### config.mk
export PLATFORM = sky130hd
export DESIGN_NAME = elevator_controller
export DESIGN_NICKNAME = d
export VERILOG_FILES = /design/src/rtl/elevator_controller.sv
export SDC_FILE = /design/constraint.sdc
export NUM_CORES = 1
export LEC_CHECK = 0
export BUFFER_PORTS_ARGS = -buffer_cell sky130_fd_sc_hd__buf_2
export CAP_MARGIN = 30
export CORE_MARGIN = 1
export CORE_UTILIZATION = 54
export DETAILED_ROUTE_END_ITERATION = 8
export PLACE_DENSITY = 0.77
export SLEW_MARGIN = 10
export SYNTH_ARGS = -nofsm -noshare
export SYNTH_HDL_FRONTEND = slang
export SYNTH_SLANG_ARGS = --single-unit
### constraint.sdc
create_clock -name clk -period 3.05 [get_ports clk]
set_clock_uncertainty 0.1 [all_clocks]
set_input_delay 0.1525 -clock clk [delete_from_list [all_inputs] [get_ports clk]]
set_output_delay 0.1525 -clock clk [all_outputs]
set_load 0.005 [all_outputs]
### src/rtl/elevator_controller.sv
// Single-car elevator controller: latches floor calls, serves them with a
// SCAN sweep, and times floor-to-floor travel and the door dwell.
module elevator_controller #(
  parameter int unsigned FLOORS        = 10,
  parameter int unsigned TRAVEL_CYCLES = 4,
  parameter int unsigned DOOR_CYCLES   = 8
) (
  input  logic                      clk,
  input  logic                      reset,
  input  logic [FLOORS-1:0]         req,
  output logic [$clog2(FLOORS)-1:0] floor,
  output logic                      moving_up,
  output logic                      moving_down,
  output logic                      door_open,
  output logic [FLOORS-1:0]         pending,
  output logic                      arrive,
  output logic                      done
);

  localparam int unsigned FW   = $clog2(FLOORS);
  localparam int unsigned MAXC = (TRAVEL_CYCLES > DOOR_CYCLES) ? TRAVEL_CYCLES : DOOR_CYCLES;
  localparam int unsigned TW   = $clog2(MAXC + 1);

  typedef enum logic [1:0] {IDLE, UP, DOWN, DOOR} state_t;

  state_t            state, state_n;
  logic              dir_up, dir_up_n;
  logic [TW-1:0]     timer, timer_n;
  logic [FW-1:0]     floor_n;
  logic              arrive_n;
  logic [FLOORS-1:0] pr, svc, pending_n;
  logic              above, below, hit_up, hit_dn;
  logic              travel_end, door_end;

  assign travel_end = (timer == TW'(TRAVEL_CYCLES - 1));
  assign door_end   = (timer == TW'(DOOR_CYCLES - 1));

  // Latched calls relative to the car, plus calls at the neighbouring floors
  always_comb begin
    above  = 1'b0;
    below  = 1'b0;
    hit_up = 1'b0;
    hit_dn = 1'b0;
    pr     = pending | req;
    for (int i = 0; i < int'(FLOORS); i++) begin
      if (i > int'(floor)) above = above | pending[i];
      if (i < int'(floor)) below = below | pending[i];
      if (i == int'(floor) + 1) hit_up = pr[i];
      if (i == int'(floor) - 1) hit_dn = pr[i];
    end
  end

  // Scheduler: next state, timer, floor and the floor being serviced
  always_comb begin
    state_n  = state;
    dir_up_n = dir_up;
    timer_n  = timer + TW'(1);
    floor_n  = floor;
    arrive_n = 1'b0;
    svc      = '0;
    case (state)
      IDLE: begin
        timer_n = '0;
        if (pr[floor]) begin
          state_n = DOOR;
          svc     = FLOORS'(1) << floor;
        end else if (above && (dir_up || !below)) begin
          state_n  = UP;
          dir_up_n = 1'b1;
        end else if (below) begin
          state_n  = DOWN;
          dir_up_n = 1'b0;
        end
      end
      UP: begin
        if (travel_end) begin
          timer_n = '0;
          floor_n = floor + FW'(1);
          if (hit_up) begin
            state_n  = DOOR;
            svc      = FLOORS'(1) << floor_n;
            arrive_n = 1'b1;
          end
        end
      end
      DOWN: begin
        if (travel_end) begin
          timer_n = '0;
          floor_n = floor - FW'(1);
          if (hit_dn) begin
            state_n  = DOOR;
            svc      = FLOORS'(1) << floor_n;
            arrive_n = 1'b1;
          end
        end
      end
      DOOR: begin
        // calls for the open floor are absorbed and hold the door
        svc = FLOORS'(1) << floor;
        if (req[floor]) begin
          timer_n = '0;
        end else if (door_end) begin
          timer_n = '0;
          if (dir_up ? above : below) begin
            state_n = dir_up ? UP : DOWN;
          end else if (dir_up ? below : above) begin
            state_n  = dir_up ? DOWN : UP;
            dir_up_n = !dir_up;
          end else begin
            state_n = IDLE;
          end
        end
      end
      default: state_n = IDLE;
    endcase
    pending_n = pr & ~svc;
  end

  // State and registered status outputs
  always_ff @(posedge clk or posedge reset) begin
    if (reset) begin
      state       <= IDLE;
      dir_up      <= 1'b1;
      timer       <= '0;
      floor       <= '0;
      pending     <= '0;
      moving_up   <= 1'b0;
      moving_down <= 1'b0;
      door_open   <= 1'b0;
      arrive      <= 1'b0;
      done        <= 1'b1;
    end else begin
      state       <= state_n;
      dir_up      <= dir_up_n;
      timer       <= timer_n;
      floor       <= floor_n;
      pending     <= pending_n;
      moving_up   <= (state_n == UP);
      moving_down <= (state_n == DOWN);
      door_open   <= (state_n == DOOR);
      arrive      <= arrive_n;
      done        <= (state_n == IDLE) && (pending_n == '0);
    end
  end

endmodule

==> results of run 1 <==
## synthesized netlist by cell type (3+ instances only)
library cell,number,share of area (%)
xnor2_1,3,0.96
a21oi_1,20,3.6
buf_2,5,0.91
nor4_1,3,0.68
nor2_1,34,4.7
a41oi_1,3,0.96
or2_2,7,1.6
o211ai_1,5,1.4
nor2b_1,6,1.4
o21ai_0,25,4.6
and2_1,3,0.68
o32ai_1,3,0.96
a31oi_1,10,2.3
dfrtp_1,24,22
o211a_1,4,1.5
inv_1,20,2.7
nand2_1,20,2.7
or3b_2,3,0.96
and3_1,4,0.91
a21boi_0,5,1.4
nand4_1,3,0.68
nand2b_1,6,1.4
mux2i_1,5,1.8
nor3_1,10,1.8
nand3_1,19,3.5
ha_1,17,7.8
o21a_1,4,1.1
a21o_1,6,1.6
a211oi_1,3,0.82
clkbuf_1,9,1.2
o221ai_1,3,0.96
a221oi_1,5,1.6
## worst reg2reg max path, delay by kind of cell, from the launching register on
| kind | cells | cell delay (ns) |
|---|---|---|
| AOI/OAI and AO/OA | 3 | 0.72 |
| DFF | 1 | 0.42 |
| and+or+nand+nor | 4 | 0.87 |
| adders and majority gates | 1 | 0.23 |
| buffers and inverters | 4 | 0.67 |
## cell type report
cell class / count / area [um^2]
sequential: 26 / 653
clock buffer: 3 / 41.3
fill: 394 / 1220
clock inverter: 1 / 30.0
timing repair buffer: 81 / 588
inverter: 20 / 75.1
multi-input combinational: 284 / 2130
tap: 67 / 83.8
## timing repair
| action | 4_1_cts | 5_1_grt |
|---|---|---|
| hold buffers | 1 | 0 |
| gates resized for setup | 8 | 29 |
| endpoints found under the setup margin | 2 | 5 |
| setup buffers | 0 | 8 |
| endpoints found under the hold margin | 9 | 0 |
| pin swaps | 0 | 10 |
## cell families after synthesis
kind of cell	count (synthesis)
buffers and inverters	37
and+or+nand+nor	132
AOI/OAI and AO/OA	124
muxes	6
DFF	26
adders and majority gates	17
xor gates and xnor gates	5
## where the power goes
part           switching, mW  internal, mW
Sequential             0.114         0.452
Combinational           1.90          1.42
Clock                  0.131         0.176
## flip-flops by register name, indices dropped and copies added, names as in the netlist
register	cells
arrive	1
dir_up	1
done	1
door_open	1
floor	4
moving_down	1
moving_up	1
pending	10
state	2
timer	4
## final timing paths
| path | start | endpoint | slack, ns | depth (start not counted) |
|---|---|---|---|---|
| worst min register to register | timer[0]$_DFF_PP0_ | timer[0]$_DFF_PP0_ | 0.38 | 1 |
| max in group asynchronous | reset | done$_DFF_PP1_ | 2.01 | 4 |
| worst max-delay path | floor[0]$_DFFE_PP0P_ | door_open$_DFF_PP0_ | -0.02 | 12 |
| worst max register to register | floor[0]$_DFFE_PP0P_ | door_open$_DFF_PP0_ | -0.02 | 12 |
| min in group asynchronous | reset | timer[2]$_DFF_PP0_ | 0.30 | 3 |
| worst min-delay path | req[3] | pending[3]$_DFF_PP0_ | 0.20 | 4 |
## metal layers
metal	part of all wire, %	track usage [%]	wire length (um)
met3	11	10.0	1190
met4	5.4	19.4	591
met5	0	0	0
met2	46	60.9	5000
met1	38	53.0	4170
==> impl_metrics.csv, run 1 <==
group,metric,value,unit
status,status,"finished, violations left",
status,violations,"setup timing",
global_routing,overflow,0,
route,viasPerCell,7.02,
run,maxCapViolCount,0,
global_routing,track_usage,40.1,%
yosys,synthCells,347,
timing,fmax,0.326,GHz
timing,setup_ws,-0.0221,ns
die,io_pins,31,
finish,final_common_cell,"buf_4",
cts,insertion_delay,0.29,ns
worst_setup_path,crit_fanout,11,
cts,path_clk_slew,0.11,ns
timing,slew-limit-headroom,56.0,%
yosys,synth-xor-area-share,1.60,%
global_routing,grt_max_degree,18,
finish,diodes,0,
timing,hold_slack,0.202,ns
yosys,synth_top_family_by_area,"compound AO/OA/AOI/OAI gates",
yosys,ys_types,72,
placed_design,place_inst,469,
power_and_ir_drop,power_density,1160,mW/mm^2
worst_setup_path,crit_top_cell,"buf_4",
cts,cts.path.max_buffers,2,
finish,layout_common_cells,"buf_4 (45), nor2_1 (33), buf_2 (30)",
yosys,yosysWarnings,0,
timing,period_minus_slack,3.07,ns
yosys,synth_adder_area_share,7.76,%
worst_setup_path,crit_family,"simple AND/OR/NAND/NOR gates",
route,vias,3386,
cts,htree_levels,1,
power_and_ir_drop,power.total,4.19,mW
worst_setup_path,path_class,"register to register",
yosys,synth.area.mux_share,2.65,%
yosys,ys.flop_type,"dfrtp_1",
worst_setup_path,crit_path_end_kind,"register",
die,row_count,25,
route,routedWlPerCell,22.7,um
route,drt_pass1_iterations,6,
worst_setup_path,crit_buf_inv,4,
finish,fin_util,74.8,%
global_routing,antenna_found_initial,0,
yosys,synth-simple-area-share,25.6,%
global_routing,grt_pass1_vias,3161,
yosys,synth-edff-count,0,
finish,stdcell_count,482,
timing,setup_tns,-0.0236,ns
timing,finalSetupViolCount,2,
die,die-area,0.00537,mm^2
route,drc_errors,0,
route,drt_wl_total,10.9,mm
worst_setup_path,startpoint_type,"register",
cts,cts_num_sinks,26,
global_routing,grt_pass1_wl,16.1,mm
cts,cts-root-buf,"clkbuf_8",
timing,finalMaxSlewViolations,0,
cts,cts-buffers-inserted,3,
timing,fin_crit_sh,101,%
yosys,ys_seq_elements,26,
timing,final-hold-violation-count,0,
timing,rsz0062_at_grt,"true",
placed_design,io_buffers,30,
worst_setup_path,cp.arrival,3.19,ns
placed_design,gp_congestion,1.07,
cts,cts_tree,"yes",
worst_setup_path,cpPeakStageDelay,0.55,ns
die,initial_core_util,56.9,%
power_and_ir_drop,p_leak,1.53,nW
worst_setup_path,cp.required,3.16,ns
worst_setup_path,path_cells,"inv_1, buf_6, ha_2, buf_4, nor2_1, a221oi_1, nand2_1, o211a_1, or3b_2, a31oi_4, buf_4, nor2b_1",
yosys,syn_nets,376,
die,die_w,73.3,um
finish,syn_to_final_growth,31.3,%
yosys,netlist_area,0.00274,mm^2
finish,drive_gt1_share,32.8,%
power_and_ir_drop,peakVddDrop,0.744,mV
placed_design,dp_hpwl,7.65,mm
yosys,synth-compound-area-share,32.9,%
placed_design,placed_cell_area,0.00328,mm^2
yosys,ys_async_sr_fraction,100,%
timing,tightest_slew,0.654,ns
placed_design,place_ws,-0.0477,ns
yosys,syn_area_per_cell,7.90,um^2
yosys,ys_seq_area_share,23.8,%
finish,nNetsFinal,445,
route,ant_nets,0,
route,drt_iter0_drc,565,
die,core_area,0.00482,mm^2
die,die_h,73.3,um
worst_hold_path,min_path_type,"input port to register",
worst_setup_path,cpMaxStageDelayCell,"or3b_2",
finish,stdcell_area,0.00360,mm^2
Note: power is estimated with default switching activity, not from simulation.
==> inputs of run 2 (changes only) <==
- ABC_AREA: unset -> 1
- CTS_CLUSTER_DIAMETER: unset -> 50
==> run 2 against run 1 <==
Net effect: the run now ends clean; utilization fell by 10 points; count of clock-buffer cells in the layout did not move; critical path depth rose by 10; via count fell by 0.74%; hold slack got worse by 0.031 ns; combinational power fell by 15%; total power fell by 12%; synthesized cell count rose by 33%; register-to-register slack improved by 0.16 ns; clock power barely moved; maximum frequency rose by 5.4%; first-iteration DRC count fell by 42%; critical path type unchanged.
==> impl_metrics.csv, run 2 <==
group,metric,value,unit
status,status,"finished, final reports clean",
route,vias,3361,
timing,tightest_slew,0.579,ns
route,drc_errors,0,
finish,diodes,0,
timing,hold_slack,0.171,ns
worst_setup_path,cpMaxStageDelayCell,"dfrtp_1",
placed_design,dp_hpwl,7.94,mm
finish,nNetsFinal,534,
die,die-area,0.00557,mm^2
cts,post-cts-setup-buffers,0,
worst_setup_path,path_cells,"buf_4, ha_4, ha_4, nand2_1, nand3b_1, nand3_1, nand2_1, nand2_1, nand2_1, nand2_1, nand2_1, nand2_1, nand2_2, nand2_4, nand4_1, nand2_1, nand2_1, nand2_1, nand2_1, nor2_1, nand2_1, nor2_1",
worst_setup_path,startpoint_type,"register",
finish,top_register,"pending",
power_and_ir_drop,power_frac_seq,15.2,%
finish,stdcell_area,0.00330,mm^2
route,drt_pass1_iterations,5,
timing,setup_tns,0,ns
finish,final_common_cell,"nand2_1",
global_routing,overflow,0,
die,die_w,74.6,um
timing,finalSetupViolCount,0,
die,row_count,26,
worst_setup_path,path_class,"register to register",
power_and_ir_drop,switching_share,58.0,%
timing,final-hold-violation-count,0,
route,routedWlPerCell,17.4,um
power_and_ir_drop,clock_power_share,8.4,%
cts,cts_tree,"yes",
die,core_area,0.00511,mm^2
placed_design,place_inst,569,
placed_design,gp_congestion,1.06,
power_and_ir_drop,p_leak,1.71,nW
run,maxCapViolCount,0,
yosys,ys_seq_area_share,22.9,%
timing,fmax,0.343,GHz
finish,reg_top3,"pending (10), floor (4), timer (4)",
cts,cts_num_sinks,26,
yosys,ys_async_sr_fraction,100,%
power_and_ir_drop,p_sw,2.14,mW
die,initial_core_util,55.7,%
finish,stdcell_count,574,
route,drt_wl_total,10.0,mm
worst_setup_path,crit_fanout,12,
worst_setup_path,cp.arrival,3.04,ns
yosys,yosysWarnings,0,
finish,layout_common_cells,"nand2_1 (105), inv_1 (80), nor2_1 (59)",
power_and_ir_drop,peakVddDrop,0.524,mV
cts,path_clk_slew,0.11,ns
timing,finalMaxSlewViolations,0,
placed_design,placed_cell_area,0.00316,mm^2
timing,period_minus_slack,2.91,ns
finish,largest_reg_flops,10,
yosys,ys_types,41,
power_and_ir_drop,intPower,1.55,mW
global_routing,track_usage,37.1,%
cts,htree_levels,1,
timing,fin_crit_sh,95.5,%
die,io_pins,31,
global_routing,grt_pass1_vias,2915,
yosys,syn_area_per_cell,6.16,um^2
yosys,syn_nets,491,
die,die_h,74.6,um
global_routing,grt_max_degree,20,
yosys,synth-edff-count,0,
route,ant_nets,0,
worst_setup_path,crit_path_end_kind,"register",
finish,syn_to_final_growth,15.9,%
worst_setup_path,crit_top_cell,"nand2_1",
yosys,ys_seq_elements,26,
finish,drive_gt1_share,19.2,%
yosys,synth_common_cells,"nand2_1 (107), inv_1 (80), nor2_1 (60)",
yosys,yosysTopAreaCell,"dfrtp_1",
worst_setup_path,cpPeakStageDelay,0.41,ns
worst_setup_path,cp.required,3.18,ns
worst_hold_path,min_path_type,"input port to register",
yosys,yosysMostFrequentCell,"nand2_1",
yosys,synthCells,462,
yosys,netlist.area_leader.share,21.1,%
power_and_ir_drop,power.total,3.69,mW
cts,cts-root-buf,"clkbuf_8",
power_and_ir_drop,power_density,1120,mW/mm^2
power_and_ir_drop,share_comb_of_total_power,76.5,%
yosys,netlist_area,0.00285,mm^2
route,drt_iter0_drc,329,
cts,cts.path.max_buffers,2,
cts,insertion_delay,0.28,ns
timing,slew-limit-headroom,61.4,%
cts,cts-buffers-inserted,3,
global_routing,antenna_found_initial,0,
global_routing,grt_pass1_wl,15.0,mm
route,viasPerCell,5.86,
yosys,ys.flop_type,"dfrtp_1",
yosys,netlist_top_cells_area,"dfrtp_1 (21%), nand2_1 (14%), inv_1 (11%)",
placed_design,io_buffers,30,
-- run 2: cell count changes in the layout (fill, tap and decap cells not counted), sizes merged, moves of 8 or more --
cell   delta
nand2    +99
nor2     +34
inv      +67
nand4    +11
nor3      +8
buf      -34
-- run 2: layout make-up --
class / instances / area, um^2
Tap cell: 70 / 87.6
Sequential cell: 26 / 653
Fill cell: 486 / 1810
Clock buffer: 3 / 41.3
Multi-Input combinational cell: 339 / 1870
Clock inverter: 1 / 30.0
Inverter: 88 / 330
Timing Repair Buffer: 47 / 288
-- run 2: logic make-up (layout without fill, tap and decap cells) --
| family | after synthesis | in the layout | synth area share (%) |
|---|---|---|---|
| simple gates | 250 | 250 | 40.7 |
| buf+inv | 97 | 139 | 13.6 |
| compound gates | 69 | 69 | 14.3 |
| flops | 26 | 26 | 22.9 |
| fa+ha+maj | 17 | 17 | 7.47 |
| xor+xnor | 3 | 3 | 0.923 |
-- run 2: path summary, 6_finish.rpt --
| kind | startpoint | endpoint | slack [ns] | depth (start not counted) |
|---|---|---|---|---|
| min reg2reg | timer[0]$_DFF_PP0_ | timer[0]$_DFF_PP0_ | 0.42 | 1 |
| max reg2reg | floor[1]$_DFFE_PP0P_ | done$_DFF_PP1_ | 0.14 | 22 |
| max in group asynchronous | reset | done$_DFF_PP1_ | 1.90 | 4 |
| min | req[0] | pending[0]$_DFF_PP0_ | 0.17 | 3 |
| max | floor[1]$_DFFE_PP0P_ | done$_DFF_PP1_ | 0.14 | 22 |
| min in group asynchronous | reset | pending[7]$_DFF_PP0_ | 0.37 | 3 |
-- run 2: through the flow --
step	setup slack [ns]	util, %
floorplan	0.155	-
global placement	0.0922	61.5
detailed placement	-0.00366	61.8
CTS	0.0571	63.6
global route	-0.00829	64.6
finish	0.136	64.6
-- run 2: timing repair --
item                                    CTS  global route
hold buffers                              1             0
resized for setup                         1            11
endpoints found under the hold margin    12             0
endpoints found under the setup margin    1             2
-- run 2: power by group through the flow --
stage | clock network, mW | registers, mW | logic, mW
detailed placement | 0 | 0.562 | 2.64
CTS | 0.304 | 0.555 | 2.68
global route | 0.317 | 0.571 | 3.10
finish | 0.309 | 0.560 | 2.82
floorplan | 0 | 0.569 | 1.88
global placement | 0 | 0.554 | 2.62
-- run 2: metal layers --
layer | track usage (%) | vias to the layer above | routed length [um]
met2 | 58.2 | 205 | 4500
met1 | 52.2 | 1554 | 4260
met3 | 4.07 | 35 | 910
met4 | 14.5 | 0 | 350
li1 | - | 1567 | -
met5 | 0 | - | 0
-- run 2: critical path: cells and delay by family (launching register included) --
family	cells	cell delay, ns
adders and majority gates	2	0.52
buffers and inverters	1	0.21
DFF	1	0.41
and+or+nand+nor	19	1.63
